## src/rtl/conv_accum.sv

```systemverilog
// Reduces the nine signed products of one 3x3 window through a pipelined adder tree,
// accumulates NUM_CH channel beats per pixel, then applies optional ReLU and saturation.
module conv_accum #(
  parameter int unsigned width     = 4,
  parameter int unsigned NUM_CH    = 4,
  parameter int unsigned OUT_WIDTH = 8,
  parameter int unsigned RELU      = 1
) (
  input  logic                     clk_i,
  input  logic                     rst_i,
  input  logic [9*2*width-1:0]     prod_i,
  input  logic                     prod_valid_i,
  input  logic                     clr_i,
  output logic [OUT_WIDTH-1:0]     out_data_o,
  output logic                     out_valid_o,
  output logic                     partial_o
);

  localparam int unsigned ANS_WIDTH = 2 * width;
  localparam int unsigned TREE_W    = ANS_WIDTH + 4;
  localparam int unsigned ACC_W     = TREE_W + $clog2(NUM_CH) + 1;
  localparam int unsigned CNT_W     = (NUM_CH > 1) ? $clog2(NUM_CH) : 1;

  typedef logic signed [ANS_WIDTH-1:0] p_t;
  typedef logic signed [ANS_WIDTH:0]   s1_t;
  typedef logic signed [ANS_WIDTH+1:0] s2_t;
  typedef logic signed [ANS_WIDTH+2:0] s3_t;
  typedef logic signed [TREE_W-1:0]    s4_t;
  typedef logic signed [ACC_W-1:0]     acc_t;
  typedef logic signed [OUT_WIDTH-1:0] out_t;
  typedef logic [CNT_W-1:0]            cnt_t;

  localparam acc_t SatMax = acc_t'((longint'(1) << (OUT_WIDTH - 1)) - 1);
  localparam acc_t SatMin = acc_t'(-(longint'(1) << (OUT_WIDTH - 1)));
  localparam cnt_t CntLast = cnt_t'(NUM_CH - 1);

  p_t   p [9];
  s1_t  a_d [5];
  s1_t  a_q [5];
  s2_t  b_d [3];
  s2_t  b_q [3];
  s3_t  c_d [2];
  s3_t  c_q [2];
  s4_t  sum_d, sum_q;
  logic v1_q, v2_q, v3_q, v4_q;

  acc_t acc_d, acc_q;
  cnt_t cnt_d, cnt_q;
  out_t out_data_d, out_data_q;
  logic out_valid_d, out_valid_q;
  logic partial_d, partial_q;
  acc_t total, relu_v;

  // Every add is sign-extended one bit wider than its operands, so the tree never overflows.
  always_comb begin
    for (int k = 0; k < 9; k++) begin
      p[k] = p_t'(prod_i[k*ANS_WIDTH +: ANS_WIDTH]);
    end
    a_d[0] = s1_t'(p[0]) + s1_t'(p[1]);
    a_d[1] = s1_t'(p[2]) + s1_t'(p[3]);
    a_d[2] = s1_t'(p[4]) + s1_t'(p[5]);
    a_d[3] = s1_t'(p[6]) + s1_t'(p[7]);
    a_d[4] = s1_t'(p[8]);
    b_d[0] = s2_t'(a_q[0]) + s2_t'(a_q[1]);
    b_d[1] = s2_t'(a_q[2]) + s2_t'(a_q[3]);
    b_d[2] = s2_t'(a_q[4]);
    c_d[0] = s3_t'(b_q[0]) + s3_t'(b_q[1]);
    c_d[1] = s3_t'(b_q[2]);
    sum_d  = s4_t'(c_q[0]) + s4_t'(c_q[1]);
  end

  always_ff @(posedge clk_i or posedge rst_i) begin
    if (rst_i) begin
      v1_q  <= 1'b0;
      v2_q  <= 1'b0;
      v3_q  <= 1'b0;
      v4_q  <= 1'b0;
      sum_q <= '0;
      for (int k = 0; k < 5; k++) a_q[k] <= '0;
      for (int k = 0; k < 3; k++) b_q[k] <= '0;
      for (int k = 0; k < 2; k++) c_q[k] <= '0;
    end else begin
      v1_q <= prod_valid_i & ~clr_i;
      v2_q <= v1_q & ~clr_i;
      v3_q <= v2_q & ~clr_i;
      v4_q <= v3_q & ~clr_i;
      if (prod_valid_i) a_q <= a_d;
      if (v1_q) b_q <= b_d;
      if (v2_q) c_q <= c_d;
      if (v3_q) sum_q <= sum_d;
    end
  end

  always_comb begin
    total       = ((cnt_q == '0) ? acc_t'(0) : acc_q) + acc_t'(sum_q);
    relu_v      = ((RELU != 0) && (total < 0)) ? acc_t'(0) : total;
    cnt_d       = cnt_q;
    acc_d       = acc_q;
    out_data_d  = out_data_q;
    out_valid_d = 1'b0;
    // clr takes priority over a beat completing in the same cycle.
    if (clr_i) begin
      cnt_d = '0;
      acc_d = '0;
    end else if (v4_q) begin
      if (cnt_q == CntLast) begin
        if (relu_v > SatMax) begin
          out_data_d = out_t'(SatMax);
        end else if (relu_v < SatMin) begin
          out_data_d = out_t'(SatMin);
        end else begin
          out_data_d = out_t'(relu_v);
        end
        out_valid_d = 1'b1;
        cnt_d       = '0;
        acc_d       = '0;
      end else begin
        acc_d = total;
        cnt_d = cnt_q + cnt_t'(1);
      end
    end
    partial_d = (cnt_d != '0);
  end

  always_ff @(posedge clk_i or posedge rst_i) begin
    if (rst_i) begin
      cnt_q       <= '0;
      acc_q       <= '0;
      out_data_q  <= '0;
      out_valid_q <= 1'b0;
      partial_q   <= 1'b0;
    end else begin
      cnt_q       <= cnt_d;
      acc_q       <= acc_d;
      out_data_q  <= out_data_d;
      out_valid_q <= out_valid_d;
      partial_q   <= partial_d;
    end
  end

  assign out_data_o  = out_data_q;
  assign out_valid_o = out_valid_q;
  assign partial_o   = partial_q;

endmodule
```

## config.mk

```make
export PLATFORM = sky130hd
export DESIGN_NAME = conv_accum
export DESIGN_NICKNAME = d
export VERILOG_FILES = /design/src/rtl/conv_accum.sv
export SDC_FILE = /design/constraint.sdc
export NUM_CORES = 1
export LEC_CHECK = 0
export CAP_MARGIN = 20
export CORE_MARGIN = 5
export CORE_UTILIZATION = 64
export CTS_BUF_LIST = sky130_fd_sc_hd__clkbuf_4 sky130_fd_sc_hd__clkbuf_8
export DETAILED_ROUTE_END_ITERATION = 16
export GPL_TIMING_DRIVEN = 1
export MAX_ROUTING_LAYER = met4
export PLACE_DENSITY = 0.93
export RECOVER_POWER = 100
export SYNTH_ARGS = -nofsm -noshare
export SYNTH_HDL_FRONTEND = slang
export SYNTH_SLANG_ARGS = --single-unit
```

## constraint.sdc

```tcl
create_clock -name clk_i -period 10.2 [get_ports clk_i]
set_input_delay 2.04 -clock clk_i [delete_from_list [all_inputs] [get_ports clk_i]]
set_output_delay 2.04 -clock clk_i [all_outputs]
set_load 0.1 [all_outputs]
```

==> results of run 1 <==
## how the worst min path moves through the flow
stage	startpoint	end
floorplan	b_q[1]	c_q[1]
global placement	b_q[1]	c_q[1]
detailed placement	out_data_o[7]	out_data_o[7]
CTS	out_data_o[7]	out_data_o[7]
global route	acc_q[7]	acc_q[7]
finish	out_data_o[7]	out_data_o[7]
## cell families (layout without fill, tap and decap cells)
group                      after synthesis  in the layout  share of synthesized area
adders and majority gates               96             96                      0.149
buffers and inverters                   83            182                     0.0365
AOI/OAI and AO/OA                      218            218                      0.171
and+or+nand+nor                        193            193                      0.125
xor gates and xnor gates                40             40                     0.0411
muxes                                   64             64                     0.0842
DFF                                    134            134                      0.393
## power breakdown
group / total, W / leakage [nW] / switching, W / internal (W)
logic: 0.000937 / 2.72 / 0.000504 / 0.000433
registers: 0.000764 / 1.64 / 0.000102 / 0.000663
clock network: 0.000510 / 0.236 / 0.000207 / 0.000303
total: 0.00221 / 4.60 / 0.000812 / 0.00140
## flip-flops by register name, summed over array words and instances, names as in the netlist, 2 cells and up
register    cells
a_q            44
b_q            28
c_q            19
acc_q          15
sum_q          12
out_data_o      8
cnt_q           2
## cells in the final DEF (no fill, tap or decap), types with 8 or more instances in the layout
cell type and n:
nand3b_1 8, o211ai_1 13, a31oi_1 8, clkbuf_8 22, xor2_1 11, o31ai_1 10
a211oi_1 9, clkdlybuf4s50_1 72, or3_1 10, a22o_1 14, nor3_1 15, xnor2_1 29
nand2_1 32, nor2b_1 36, mux2_2 59, inv_1 58, dfrtp_1 134, a21o_1 27
a21oi_1 49, o21ai_0 43, ha_1 87, o21a_1 10, dlygate4sd3_1 12, fa_1 9
nor2_1 43
## stage by stage
stage                util  total power, W  setup slack, ns  instances  area [um2]
floorplan               -         0.00143             4.58        828        8530
global placement    0.726         0.00162             5.93       1070        9540
detailed placement  0.726         0.00167             5.88       1070        9540
CTS                 0.761         0.00220             6.17       1102       10000
global route        0.761         0.00236             3.85       1103        9990
finish              0.761         0.00221             4.17       1103        9990
## critical path, cell delays in order
cell      delay (ns)
buf_2           0.08
clkbuf_1        1.96
inv_1           1.09
or4b_2          0.89
o21ai_0         0.12
a21oi_1         0.08
o211ai_1        0.14
## final cells by class
cell class	count	area, um2	area share
inverters	60	226	0.0227
flip-flops and latches	134	3350	0.336
well taps	176	220	0.0220
repair buffers	90	872	0.0873
clock buffers	24	318	0.0318
clock inverters	8	143	0.0143
multi-input cells	611	4860	0.486
## cells in the mapped netlist (all sizes together) (2+ instances only)
cell type,count
dfrtp,134
ha,87
mux2,62
inv,59
a21oi,49
nor2,43
o21ai,43
nor2b,36
nand2,32
xnor2,29
a21o,27
clkbuf,19
a22o,15
nor3,15
o211ai,13
or3,12
xor2,11
o21a,10
o31ai,10
a211oi,9
fa,9
a31oi,8
and2,8
nand3b,8
a21boi,7
a2bb2oi,7
nand3,7
and3,6
nand4b,6
o21bai,5
or4b,5
a31o,4
buf,4
or2,4
a2111o,3
a311oi,3
nor3b,3
nor4,3
mux2i,2
nor4b,2
o211a,2
## per-layer routing
| metal | global-route usage | vias up | routed length [um] |
|---|---|---|---|
| met1 | 0.295 | 3233 | 7670 |
| met3 | 0.0499 | 55 | 797 |
| met4 | 0.102 | 0 | 586 |
| met2 | 0.433 | 208 | 9660 |
| li1 | - | 3159 | - |
| met5 | - | - | 0 |
==> results.py, run 1 <==
metrics = {
    "timing": {
        "finalSetupViolCount": 0,
        "final.setup.tns_ns": 0,
        "clock_skew_ns": 0.00803,
        "maxClockFrequency_mhz": 166,
        "timing.final.crit_share": 0.592,
        "hold_viol_final": 0,
        "relSlewSlack": -0.955,
        "timing.hold.ws_ns": 0.486,
        "maxSlewViolCount": 127,
        "finalCriticalPeriod_ns": 6.03,
        "worst_pin_slew_ns": 2.92,
        "rsz0062_at_grt": "false",
    },
    "critical_path": {
        "crit_end": "a_q[16]",
        "reg2reg_slack_ns": 6.41,
        "start_kind": "primary input",
        "worst_setup_path_end_kind": "flip-flop",
        "cp.required_ns": 10.57,
        "worstPathArrival_ns": 6.41,
        "crit_fanout": 59,
        "r2r_cells": 12,
        "crit_path_start": "prod_valid_i",
        "r2r_start": "cnt_q[0]",
        "r2r-end": "out_data_o[3]",
        "path_class": "primary input to flip-flop",
    },
    "final_layout": {
        "nFillCells": 829,
        "nNetsFinal": 1086,
        "num_antenna_cells": 0,
        "layout-drive-gt1-share": 0.123,
        "area_delta_synth_final_pct": 17.2,
    },
    "cts": {
        "clkLatencyLatePin_ns": 0.46,
        "cts_root_buf": "clkbuf_8",
        "cts_resized": 0,
        "htreeDepth": 4,
        "postCtsSetupBuffers": 0,
        "cts.sinks": 134,
        "numCtsBuffers": 17,
        "cts_hold_buf": 0,
        "path_clk_slew_ns": 0.07,
        "tritoncts": "done",
        "cts_buffer_depth": 2,
    },
    "placed_design": {
        "port_buffers": 85,
        "gp_congestion": 0.939,
        "post-dp-hpwl_um": 13000,
    },
    "global_route": {
        "grt_first_pass_wirelength_um": 32000,
        "antenna_found_initial": 0,
        "gr-total-overflow": 0,
        "track_usage": 0.254,
        "grt_pass1_vias": 6898,
        "grt_max_degree": 70,
    },
    "route": {
        "wirelength_um": 18700,
        "drc": 0,
        "drt_pass1_iterations": 7,
        "post_drt_wl_per_cell_um": 17.0,
        "via_per_inst": 6.03,
        "postRouteAntennaNets": 0,
        "num_vias": 6655,
        "initialDrtViolationCount": 452,
    },
    "die": {
        "die_w_um": 125,
        "initial_core_util": 0.649,
        "row_count": 42,
        "dieArea_um2": 15700,
        "die_y_um": 125,
        "core-area_um2": 13100,
        "pin_count": 86,
    },
    "yosys": {
        "synthArstFlopShare": 1.00,
        "synth_top_area_frac": 0.393,
        "yosys.area.top_type": "dfrtp_1",
        "syn_avg_cell_area_um2": 10.3,
        "synth_edf_count": 0,
        "ys_seq_area_frac": 0.393,
        "yosysWarnings": 0,
        "mappedNetlistArea_um2": 8530,
        "ys_types": 54,
        "synth_top_flop_cell": "dfrtp_1",
        "syn_nets": 1000,
        "ys_ff_latch": 134,
        "synth.top_cells.by_area": "dfrtp_1 (39%), ha_1 (13%), mux2_2 (8.2%)",
        "syn_inst": 828,
    },
    "run_status": {
        "failed_checks": "max-capacitance violations, max-slew violations",
        "outcome": "finished with violations",
    },
    "power": {
        "leakage_nw": 4.60,
        "p_per_area_nw_per_um2": 221,
        "vdd_ir_drop_max_mv": 0.153,
    },
    "min_path": {
        "min_path_type": "flip-flop to flip-flop",
        "holdPathStages": 1,
    },
    "flow_run": {
        "max_cap_violations": 2,
    },
}
(Power assumes the default switching activity.)
==> run 2: changes to the inputs <==
--- a/config.mk
+++ b/config.mk
@@ -7,12 +7,12 @@
 export LEC_CHECK = 0
 export CAP_MARGIN = 20
 export CORE_MARGIN = 5
-export CORE_UTILIZATION = 64
+export CORE_UTILIZATION = 54
 export CTS_BUF_LIST = sky130_fd_sc_hd__clkbuf_4 sky130_fd_sc_hd__clkbuf_8
 export DETAILED_ROUTE_END_ITERATION = 16
 export GPL_TIMING_DRIVEN = 1
 export MAX_ROUTING_LAYER = met4
-export PLACE_DENSITY = 0.93
+export PLACE_DENSITY = 0.84
 export RECOVER_POWER = 100
 export SYNTH_ARGS = -nofsm -noshare
 export SYNTH_HDL_FRONTEND = slang
==> constraint.sdc (replaced) <==
create_clock -name clk_i -period 4.9 [get_ports clk_i]
set_input_delay 0.98 -clock clk_i [delete_from_list [all_inputs] [get_ports clk_i]]
set_output_delay 0.98 -clock clk_i [all_outputs]
set_load 0.1 [all_outputs]
==> run 2 against run 1 <==
Compared with the run above:
- the run still ends with max-capacitance violations, max-slew violations left
- clock skew is 0.0041 ns higher
- combinational power rose by 97%
- worst hold slack better by 0.0020 ns
- clock-buffer cell count fell by 5
- routed wire length shrank 11%
- register-to-register slack got worse by 5.2 ns
- largest power group unchanged
==> results.py, run 2 (synthesized netlist as in run 1, its figures left out) <==
metrics = {
    "final_layout": {
        "largest_registers": "a_q: 44 flops, b_q: 28 flops, c_q: 19 flops",
        "final_common_cell": "dfrtp_1",
        "layout_common_cells": "dfrtp_1 (134), ha_1 (87), clkdlybuf4s50_1 (68), mux2_2 (62), inv_1 (58)",
        "nFillCells": 1221,
        "layout-drive-gt1-share": 0.124,
        "nNetsFinal": 1085,
        "area_delta_synth_final_pct": 17.0,
        "num_antenna_cells": 0,
        "regMostFlops": "a_q",
        "layout.cells.non_filler": 1141,
        "largest_register_ffs": 44,
    },
    "timing": {
        "timing.hold.ws_ns": 0.488,
        "hold_viol_final": 0,
        "clock_skew_ns": 0.0121,
        "finalSetupViolCount": 0,
        "timing.final.crit_share": 0.753,
        "final.setup.tns_ns": 0,
        "maxSlewViolCount": 121,
        "worst_pin_slew_ns": 2.74,
        "worst_slack_ns": 1.21,
        "finalCriticalPeriod_ns": 3.69,
        "maxClockFrequency_mhz": 271,
        "relSlewSlack": -0.834,
        "rsz0062_at_grt": "false",
    },
    "run_status": {
        "outcome": "finished with violations",
        "failed_checks": "max-capacitance violations, max-slew violations",
    },
    "power": {
        "swShare": 0.370,
        "power.internal_w": 0.00274,
        "power_switching_w": 0.00161,
        "clkPwrFrac": 0.207,
        "combPwrFrac": 0.427,
        "vdd_ir_drop_max_mv": 0.249,
        "leakage_nw": 4.55,
        "p_seq_frac": 0.366,
        "p_per_area_nw_per_um2": 435,
    },
    "route": {
        "drc": 0,
        "wirelength_um": 16600,
        "drt_pass1_iterations": 5,
        "num_vias": 6291,
        "post_drt_wl_per_cell_um": 14.6,
        "initialDrtViolationCount": 359,
        "postRouteAntennaNets": 0,
        "via_per_inst": 5.51,
    },
    "min_path": {
        "min_path_type": "flip-flop to flip-flop",
        "holdPathStages": 1,
    },
    "cts": {
        "cts_root_buf": "clkbuf_8",
        "clkLatencyLatePin_ns": 0.45,
        "cts_buffer_depth": 2,
        "tritoncts": "done",
        "htreeDepth": 4,
        "numCtsBuffers": 17,
        "cts.sinks": 134,
        "postCtsSetupBuffers": 0,
        "cts_resized": 0,
        "path_clk_slew_ns": 0.08,
        "cts_hold_buf": 0,
    },
    "critical_path": {
        "worstPathArrival_ns": 4.00,
        "start_kind": "flip-flop",
        "worst_setup_path_end_kind": "flip-flop",
        "r2r_cells": 12,
        "cp.required_ns": 5.21,
        "path_class": "flip-flop to flip-flop",
        "crit_fanout": 15,
    },
    "die": {
        "die_w_um": 136,
        "dieArea_um2": 18400,
        "die_y_um": 136,
        "pin_count": 86,
        "core-area_um2": 15700,
        "initial_core_util": 0.543,
        "row_count": 46,
    },
    "global_route": {
        "grt_first_pass_wirelength_um": 28600,
        "grt_pass1_vias": 6327,
        "grt_max_degree": 74,
        "gr-total-overflow": 0,
        "track_usage": 0.197,
        "antenna_found_initial": 0,
    },
    "flow_run": {
        "max_cap_violations": 2,
    },
    "placed_design": {
        "dpl.cell_count": 1110,
        "place_ws_ns": 1.30,
        "post-dp-hpwl_um": 12600,
        "port_buffers": 85,
        "gp_congestion": 0.860,
    },
}
run 2: cell count changes in the layout (fill, tap and decap cells not counted), sizes merged:
cell,delta
clkbuf,-5
buf,-1
clkinv,+1
bufinv,-2
clkinvlp,+4
clkdlybuf4s50,-4
inv,+1
dlygate4sd3,+4
run 2: layout make-up:
class	instances	area, um2	share of cell area
clock inverter	12	130	0.0130
sequential	134	3350	0.336
clock buffer	19	255	0.0256
inverter	60	226	0.0227
timing repair buffer	89	880	0.0882
tap	216	270	0.0271
multi-input combinational	611	4860	0.487
run 2: per-layer routing:
layer  part of all wire  track usage  vias to the layer above
met5                  0            -                        -
met4              0.023       0.0705                        0
met3              0.031       0.0327                       27
met2               0.50        0.334                      120
met1               0.45        0.238                     2982
li1                   -            -                     3162
run 2: stage by stage:
stage               power, W   util  cell area, um2
floorplan            0.00298      -            8530
global placement     0.00337  0.611            9600
detailed placement   0.00345  0.611            9600
CTS                  0.00437  0.636            9990
global route         0.00468  0.635            9980
finish               0.00434  0.635            9980
run 2: power groups by stage:
stage / sequential, W / combinational (W) / clock [W]
floorplan: 0.00154 / 0.00145 / 0
global placement: 0.00160 / 0.00178 / 0
detailed placement: 0.00161 / 0.00183 / 0
CTS: 0.00159 / 0.00186 / 0.000914
global route: 0.00162 / 0.00210 / 0.000961
finish: 0.00159 / 0.00185 / 0.000900
run 2: final timing paths:
path	from	endpoint	slack, ns
setup reg to reg	cnt_q[0]	out_data_o[4]	1.21
setup / recovery	cnt_q[0]	out_data_o[4]	1.21
hold / removal	b_q[14]	b_q[14]	0.49
max in group asynchronous	rst_i	out_data_o[6]	1.91
hold reg to reg	b_q[14]	b_q[14]	0.49
min in group asynchronous	rst_i	b_q[4]	1.76
run 2: critical path: stages, from the launching register on:
cell and delay (ns):
dfrtp_1 0.38, inv_1 0.08, ha_1 0.55, nor2b_1 0.10, ha_1 0.25, fa_1 0.43
a21oi_1 0.18, o21ai_0 0.19, a2111oi_0 0.41, o31ai_1 0.13, xor2_1 0.19, nor4_4 0.52
a2bb2oi_1 0.13
==> run 3: changes to the inputs <==
==> constraint.sdc (replaced) <==
create_clock -name clk_i -period 3.3 [get_ports clk_i]
set_input_delay 0.66 -clock clk_i [delete_from_list [all_inputs] [get_ports clk_i]]
set_output_delay 0.66 -clock clk_i [all_outputs]
set_load 0.1 [all_outputs]
==> run 3 against run 2 <==
Compared with the run above:
- the flow still finishes with violations (max-capacitance violations, max-slew violations)
- largest power group unchanged
- largest cell class unchanged
- via count increased by 2.6%
- worst hold slack better by 0.00066 ns
- clock power rose by 82%
- global-route usage grew 0.95 points
- routed wire length rose by 6.3%
- highest routed layer unchanged
- register-to-register slack lost 0.99 ns
- sequential power is 49% higher
- non-clock buffer count is 6 higher
- sequential cell count is the same
==> results.py, run 3 (synthesized netlist as in run 1, its figures left out) <==
metrics = {
    "final_layout": {
        "register_area_um2": 3350,
        "layout-drive-gt1-share": 0.128,
        "largest_register_ffs": 44,
        "layout_common_cells": "dfrtp_1 (134), ha_1 (86), clkdlybuf4s50_1 (68), mux2_2 (59), inv_1 (58)",
        "area_delta_synth_final_pct": 18.0,
        "largest_registers": "a_q: 44 flops, b_q: 28 flops, c_q: 19 flops",
        "nFillCells": 1241,
        "final_common_cell": "dfrtp_1",
        "regMostFlops": "a_q",
        "num_antenna_cells": 0,
        "nNetsFinal": 1091,
        "multi_input_area_um2": 4880,
    },
    "die": {
        "initial_core_util": 0.543,
        "die_w_um": 136,
        "core-area_um2": 15700,
        "die_y_um": 136,
        "dieArea_um2": 18400,
        "pin_count": 86,
        "row_count": 46,
    },
    "power": {
        "p_per_area_nw_per_um2": 677,
        "swShare": 0.358,
        "total_power_w": 0.00681,
        "power_switching_w": 0.00244,
        "vdd_ir_drop_max_mv": 0.321,
        "clkPwrFrac": 0.241,
        "leakage_nw": 4.57,
        "p_seq_frac": 0.348,
        "combPwrFrac": 0.411,
        "power.internal_w": 0.00437,
    },
    "critical_path": {
        "cp_num_buf_inv": 3,
        "cpPeakStageDelay_ns": 0.49,
        "path_class": "flip-flop to flip-flop",
        "path_cells": "inv_1, ha_4, buf_4, nor2b_1, ha_1, a211oi_1, or3_1, a31oi_1, xor2_1, or3_2, nor4_4, buf_4, a2bb2oi_1",
        "r2r_start": "cnt_q[0]",
        "start_kind": "flip-flop",
        "worst_setup_path_end_kind": "flip-flop",
        "worstPathArrival_ns": 3.41,
        "cp_top_family": "simple AND/OR/NAND/NOR gates",
        "r2r-end": "out_data_o[1]",
        "reg2reg_slack_ns": 0.22,
        "cp.required_ns": 3.63,
        "r2r_cells": 13,
        "crit_fanout": 8,
        "crit_top_cell": "buf_4",
        "crit_slowest_cell": "or3_2",
    },
    "cts": {
        "htreeDepth": 4,
        "cts_hold_buf": 0,
        "tritoncts": "done",
        "cts.sinks": 134,
        "cts_buffer_depth": 2,
        "numCtsBuffers": 17,
        "postCtsSetupBuffers": 0,
        "clkLatencyLatePin_ns": 0.45,
        "path_clk_slew_ns": 0.08,
        "cts_root_buf": "clkbuf_8",
    },
    "timing": {
        "finalCriticalPeriod_ns": 3.08,
        "finalSetupViolCount": 0,
        "final.setup.tns_ns": 0,
        "hold_viol_final": 0,
        "maxSlewViolCount": 194,
        "worst_pin_slew_ns": 2.69,
        "timing.final.crit_share": 0.933,
        "clock_skew_ns": 0.0126,
        "rsz0062_at_grt": "false",
        "relSlewSlack": -0.791,
        "maxClockFrequency_mhz": 325,
    },
    "route": {
        "drt_pass1_iterations": 4,
        "num_vias": 6455,
        "wirelength_um": 17700,
        "postRouteAntennaNets": 0,
        "drc": 0,
        "post_drt_wl_per_cell_um": 15.4,
        "initialDrtViolationCount": 353,
        "via_per_inst": 5.62,
    },
    "min_path": {
        "min_path_type": "flip-flop to flip-flop",
        "hold_end": "out_data_o[7]",
        "holdPathStages": 1,
        "hold_start": "out_data_o[7]",
    },
    "global_route": {
        "antenna_found_initial": 0,
        "gr-total-overflow": 0,
        "grt_max_degree": 135,
        "grt_pass1_vias": 6587,
        "track_usage": 0.206,
        "grt_first_pass_wirelength_um": 29800,
    },
    "placed_design": {
        "post-dp-hpwl_um": 12900,
        "port_buffers": 85,
        "gp_congestion": 0.859,
    },
    "run_status": {
        "outcome": "finished with violations",
        "failed_checks": "max-capacitance violations, max-slew violations",
    },
    "flow_run": {
        "max_cap_violations": 2,
    },
}
-- run 3: per-layer routing --
| metal | share of wire | GRT usage | wire length (um) | up-vias |
|---|---|---|---|---|
| met2 | 0.50 | 0.345 | 8860 | 141 |
| met3 | 0.035 | 0.0345 | 614 | 41 |
| met4 | 0.034 | 0.0885 | 603 | 0 |
| met1 | 0.43 | 0.248 | 7610 | 3095 |
| met5 | 0 | - | 0 | - |
| li1 | - | - | - | 3178 |
-- run 3: repair_timing --
| item | CTS | global route |
|---|---|---|
| resized for setup | 1 | 3 |
| pin swaps | 0 | 1 |
| hold endpoints to repair | 0 | 0 |
| setup endpoints to repair | 6 | 8 |
-- run 3: area by class of cell --
type                    instances  area share
inverters                      60      0.0228
multi-input cells             611       0.485
clock buffers                  19      0.0254
clock inverters                13      0.0226
repair buffers                 95      0.0837
flip-flops and latches        134       0.333
well taps                     216      0.0269
-- run 3: worst max path at each step --
stage,start,endpoint,slack [ns],cells after the start
after CTS,cnt_q[0],out_data_o[1],0.03,13
after floorplan,cnt_q[0],out_data_o[0],0.10,13
after global placement,cnt_q[0],out_data_o[0],0.15,13
after detailed placement,cnt_q[0],out_data_o[0],0.004,13
final,cnt_q[0],out_data_o[1],0.22,13
after global routing,cnt_q[1],out_data_o[3],0.01,12
-- run 3: worst reg2reg max path, stage by stage (launching register included) --
cell and delay [ns]:
dfrtp_1 0.39, inv_1 0.13, ha_4 0.21, buf_4 0.17, nor2b_1 0.08, ha_1 0.30
a211oi_1 0.08, or3_1 0.40, a31oi_1 0.22, xor2_1 0.10, or3_2 0.49, nor4_4 0.15
buf_4 0.19, a2bb2oi_1 0.07
-- run 3: power groups by stage --
stage	sequential [W]	clock, W	combinational (W)
floorplan	0.00229	0	0.00215
global route	0.00241	0.00174	0.00313
global placement	0.00238	0	0.00264
finish	0.00237	0.00164	0.00280
detailed placement	0.00240	0	0.00273
CTS	0.00238	0.00166	0.00281
-- run 3: per-stage QoR --
stage | instances | worst slack, ns | hold WS, ns | utilization | cell area (um2)
finish | 1148 | 0.222 | 0.489 | 0.640 | 10100
global route | 1148 | 0.0106 | 0.522 | 0.640 | 10100
CTS | 1148 | 0.0344 | 0.495 | 0.643 | 10100
detailed placement | 1116 | 0.00420 | 0.475 | 0.612 | 9620
global placement | 1116 | 0.149 | 0.473 | 0.612 | 9620
floorplan | 828 | 0.101 | 0.449 | - | 8530
==> RTL edit 1: new RTL, settings of run 2 <==
Add an input register stage for `prod_i`, `prod_valid_i` and `clr_i`, without a reset; this delays them by one clock.
--- a/src/rtl/conv_accum.sv
+++ b/src/rtl/conv_accum.sv
@@ -34,6 +34,16 @@
   localparam acc_t SatMin = acc_t'(-(longint'(1) << (OUT_WIDTH - 1)));
   localparam cnt_t CntLast = cnt_t'(NUM_CH - 1);
 
+  logic [9*2*width-1:0] prod_q;
+  logic prod_valid_q;
+  logic clr_q;
+
+  always_ff @(posedge clk_i) begin
+    prod_q       <= prod_i;
+    prod_valid_q <= prod_valid_i;
+    clr_q        <= clr_i;
+  end
+
   p_t   p [9];
   s1_t  a_d [5];
   s1_t  a_q [5];
@@ -54,7 +64,7 @@
   // Every add is sign-extended one bit wider than its operands, so the tree never overflows.
   always_comb begin
     for (int k = 0; k < 9; k++) begin
-      p[k] = p_t'(prod_i[k*ANS_WIDTH +: ANS_WIDTH]);
+      p[k] = p_t'(prod_q[k*ANS_WIDTH +: ANS_WIDTH]);
     end
     a_d[0] = s1_t'(p[0]) + s1_t'(p[1]);
     a_d[1] = s1_t'(p[2]) + s1_t'(p[3]);
@@ -80,11 +90,11 @@
       for (int k = 0; k < 3; k++) b_q[k] <= '0;
       for (int k = 0; k < 2; k++) c_q[k] <= '0;
     end else begin
-      v1_q <= prod_valid_i & ~clr_i;
-      v2_q <= v1_q & ~clr_i;
-      v3_q <= v2_q & ~clr_i;
-      v4_q <= v3_q & ~clr_i;
-      if (prod_valid_i) a_q <= a_d;
+      v1_q <= prod_valid_q & ~clr_q;
+      v2_q <= v1_q & ~clr_q;
+      v3_q <= v2_q & ~clr_q;
+      v4_q <= v3_q & ~clr_q;
+      if (prod_valid_q) a_q <= a_d;
       if (v1_q) b_q <= b_d;
       if (v2_q) c_q <= c_d;
       if (v3_q) sum_q <= sum_d;
@@ -99,7 +109,7 @@
     out_data_d  = out_data_q;
     out_valid_d = 1'b0;
     // clr takes priority over a beat completing in the same cycle.
-    if (clr_i) begin
+    if (clr_q) begin
       cnt_d = '0;
       acc_d = '0;
     end else if (v4_q) begin
Check against the original RTL: not equivalent (a bounded check fails within 10 cycles, from zero or initial values and one cycle with rst_i high).
==> RTL edit 1 against run 2 <==
The run still ends with capacitance limit, slew limit left. Final area up 19%. Total power up 30%. Sequential cell count up 74. First-iteration DRC count down 29%. Setup slack worse by 0.27 ns. Highest routed layer unchanged. Count of clock-buffer cells in the layout up 32. Area after synthesis up 19%. Sequential share of layout area up 7.0 points. Wire length up 15%.
==> RTL edit 1: results (changes against run 2) <==
Pleak 0.00543 µW (+19%); Slowest cell on crit path clkbuf_1; Syn. warnings 0 (unchanged); Met2 Wirelength 9440 µm (+14%); failing checks capacitance limit, slew limit; Power, Total 5660 µW (+30%); Top FF cell, synth dfrtp_1; Async SR Flop Fraction 0.644 (-0.356); Clock transition at path regs 0.06 ns (-0.02 ns); crit-path max cell delay 0.58 ns (+0.03 ns); CTS max path bufs 3 (+1); clk_lat worst skew 0.52 ns (+0.07 ns); first-pass GRT wire length 33300 µm (+17%); post-DP HPWL 13700 µm (+8.4%); Max Slew Vio Count 52 (-57%); largest net degree at the start of global routing 84 (+14%); Max Cap Viol 1 (-1); R2R depth 13 (+1); postcts setup bufs 0 (unchanged); Metal-1 WL 8240 µm (+11%); Max Used Layer met4; status finished, violations left; H-Tree Depth 2 (-2); largest fanout on the critical path 15 (unchanged); filler cell count 1410 (+15%); number of antenna diodes 0 (unchanged); Top Family by Delay on Critical Path compound AO/OA/AOI/OAI gates; Synth area leaders dfrtp_1, dfxtp_1, ha_1, mux2_2, nor2b_1; Hold Path Depth 1 (unchanged); synth cell count leaders dfrtp_1, ha_1, dfxtp_1; syn_nets 1093 (+9.3%); 1st-iter DRT viols 254 (-29%); Worst EP arrival 4.40 ns (+0.40 ns); share of layout cells above drive strength 1 0.135 (+0.0110); clk sinks 208 (+55%); Global Route Usage Sum 0.189 (-0.00796); sequential share of power 0.393 (+0.027); sequential area share after synthesis 0.478 (+0.0851); P_clk 1570 µW (+74%); TritonRoute pass-1 iters 6 (+1); maximum vdd drop 0.318 mV (+28%); vias in the first global route 7416 (+17%); initial antenna violation count 0 (unchanged); WL final 19100 µm (+15%); post-synth cell types 68 (+26%); CTS Root Cell clkbuf_8; # port buffers 85 (unchanged); biggest regs prod_q (72), a_q (44), b_q (28); Nets 1197 (+10%); routability cong. 0.871 (+1.3%); worst hold path type reg -> reg; Slew headroom -0.597 (+0.237); metal3 WL 862 µm (+67%); clock skew 0.0135 ns (+0.00136 ns); CTS buffer count 35 (+18); internal power component 3820 µW (+40%); post-CTS sizing 0 (unchanged); Via-to-Cell Ratio 5.48 (-0.59%)
## RTL edit 1: cell count changes in the layout (fill, tap and decap cells not counted), moves of 9 or more
cell,delta
a22o_1,-14
nor2_1,+20
clkbuf_8,+23
clkdlybuf4s50_1,-68
dlygate4sd3_1,+69
nand2_1,+10
clkbuf_4,+9
dfxtp_1,+74
## RTL edit 1: cell type report
cell class              count  area [µm²]  area share
repair buffers             90         893      0.0750
inverters                  57         215      0.0181
clock buffers              51         639      0.0537
well taps                 234         293      0.0246
flip-flops and latches    208        4830       0.406
clock inverters            10        81.3     0.00683
multi-input cells         633        4950       0.416
## RTL edit 1: layer usage
layer / up-vias / track usage
met5: - / -
li1: 3505 / -
met2: 166 / 0.326
met4: 0 / 0.0729
met1: 3325 / 0.219
met3: 36 / 0.0345
## RTL edit 1: kinds of logic after synthesis
group,synth area share
compound gates,0.145
simple gates,0.110
flops,0.478
fa+ha+maj,0.126
buf+inv,0.0301
mux,0.0771
xor+xnor,0.0338
## RTL edit 1: per-stage QoR
stage,area (µm²),cells,worst slack (ns)
2_1_floorplan,10100,921,0.337
3_3_place_gp,11200,1222,1.68
3_5_place_dp,11200,1222,1.54
4_1_cts,11900,1283,1.50
5_1_grt,11900,1283,0.595
6_report,11900,1283,0.946
## RTL edit 1: worst paths after layout
kind	to	slack, ns	start
max	out_data_o[6]$_DFFE_PP0P_	0.95	cnt_q[0]$_DFF_PP0_
min	a_q[0]$_DFFE_PP0P_	0.46	prod_q[64]$_DFF_P_
max reg2reg	out_data_o[6]$_DFFE_PP0P_	0.95	cnt_q[0]$_DFF_PP0_
min reg2reg	a_q[0]$_DFFE_PP0P_	0.46	prod_q[64]$_DFF_P_
max in group asynchronous	a_q[17]$_DFFE_PP0P_	2.14	rst_i
min in group asynchronous	out_data_o[1]$_DFFE_PP0P_	1.55	rst_i
==> RTL edit 2: new RTL, config.mk and constraints of run 2 <==
Made on the original files. `OUT_WIDTH`: 8 -> 6.
--- a/src/rtl/conv_accum.sv
+++ b/src/rtl/conv_accum.sv
@@ -3,7 +3,7 @@
 module conv_accum #(
   parameter int unsigned width     = 4,
   parameter int unsigned NUM_CH    = 4,
-  parameter int unsigned OUT_WIDTH = 8,
+  parameter int unsigned OUT_WIDTH = 6,
   parameter int unsigned RELU      = 1
 ) (
   input  logic                     clk_i,
Interface: changed (resized out_data_o); port bits go from 86 to 84. No check against the original RTL was run, so the function may have changed too.
==> RTL edit 2 against run 2 <==
The run still ends with capacitance limit, slew limit left. Combinational power is 3% lower. Die area is 0.72% lower. Setup slack worse by 0.28 ns. Utilization is 1.2 points higher. Area after synthesis is 0.78% lower. Wire length is 0.94% higher. Sequential cell count is 2 lower. Final area is 0.99% lower. Total power is 2.1% lower. Clock power is 0.6% lower. Worst hold slack better by 0.0010 ns. Largest cell class unchanged.
==> RTL edit 2: results (changes against run 2) <==
Compound-Gate Fraction of Synth Area 0.174 (+0.00385); share of layout cells above drive strength 1 0.117 (-0.00769); sequential area share after synthesis 0.390 (-0.00283); synth cell count leaders dfrtp_1, ha_1, inv_1; Nets 1088 (+0.28%); multiplexer area fraction after synthesis 0.0821 (-0.00215); WL final 16800 µm (+0.94%); Worst EP arrival 4.32 ns (+0.32 ns); maximum vdd drop 0.221 mV (-11%); # port buffers 83 (-2.4%); post-DP HPWL 12700 µm (+0.92%); clock skew 0.0112 ns (-0.000913 ns); failing checks capacitance limit, slew limit; largest net degree at the start of global routing 77 (+4.1%); Pleak 0.00452 µW (-0.62%); status finished, violations left; 1st-iter DRT viols 369 (+2.8%); vias in the first global route 6401 (+1.2%); grt met1 use 0.237 (-0.000835); first-pass GRT wire length 28800 µm (+0.94%); Max Slew Vio Count 135 (+12%); TritonRoute pass-1 iters 6 (+1); filler cell count 1189 (-2.6%); Max Cap Viol 2 (unchanged); dpl ws 1.15 ns (-0.153 ns); met2 usage 0.330 (-0.00332); total via count in the routed design 6424 (+2.1%); Slew headroom -0.933 (-0.0996); Synth area leaders dfrtp_1, ha_1, mux2_2, inv_1, a21oi_1
RTL edit 2: cell types whose count changed after synthesis, moves of 5 or more:
cell,delta
a22o_1,-9
a22oi_1,+5
clkbuf_1,-5
and2_1,-6
inv_1,+6
a2bb2oi_1,-7
nor3_1,-5
nand2_1,+12
RTL edit 2: worst paths after layout:
path	startpoint	cells past startpoint	slack [ns]	end
min reg2reg	out_data_o[5]$_DFFE_PP0P_	1	0.49	out_data_o[5]$_DFFE_PP0P_
max reg2reg	cnt_q[0]$_DFF_PP0_	13	0.93	out_data_o[3]$_DFFE_PP0P_
min	out_data_o[5]$_DFFE_PP0P_	1	0.49	out_data_o[5]$_DFFE_PP0P_
max	cnt_q[0]$_DFF_PP0_	13	0.93	out_data_o[3]$_DFFE_PP0P_
max in group asynchronous	rst_i	2	1.21	out_data_o[4]$_DFFE_PP0P_
min in group asynchronous	rst_i	2	2.03	a_q[6]$_DFFE_PP0P_
RTL edit 2: report_power, final:
| part | switching (µW) | leakage, µW | internal, µW |
|---|---|---|---|
| logic | 923 | 0.00269 | 864 |
| registers | 209 | 0.00162 | 1360 |
| clock network | 383 | 0.000205 | 512 |
RTL edit 2: area by class of cell:
class                           count  area, µm²  share of cell area
Multi-Input combinational cell    612       4820               0.488
Sequential cell                   132       3300               0.334
Timing Repair Buffer               87        860              0.0870
Clock buffer                       24        312              0.0315
Tap cell                          211        264              0.0267
Inverter                           66        248              0.0251
Clock inverter                      5       75.1             0.00760
RTL edit 2: worst max-delay path: stages, from the launching register on:
cell and delay (ns):
dfrtp_1 0.40, inv_1 0.07, ha_1 0.52, nor2b_1 0.11, ha_1 0.23, inv_1 0.08
fa_1 0.25, nor2b_4 0.06, o2111a_1 0.28, o311ai_0 0.69, o21ai_0 0.29, or4_1 0.46
and3_1 0.25, a22oi_1 0.19
RTL edit 2: metrics by stage:
stage | std cells | area, µm² | power (µW)
global placement | 1107 | 9510 | 3290
floorplan | 831 | 8460 | 2900
CTS | 1136 | 9890 | 4280
global route | 1137 | 9880 | 4570
finish | 1137 | 9880 | 4250
detailed placement | 1107 | 9510 | 3350
RTL edit 2: logic make-up after synthesis:
| group | after synthesis |
|---|---|
| buf+inv | 87 |
| xor+xnor | 36 |
| flops | 132 |
| simple gates | 198 |
| compound gates | 220 |
| mux | 62 |
| fa+ha+maj | 96 |
RTL edit 2: routing by layer:
metal | share of wire | vias up
li1 | - | 3178
met1 | 0.43 | 3066
met2 | 0.50 | 142
met3 | 0.039 | 38
met4 | 0.030 | 0
met5 | 0 | -
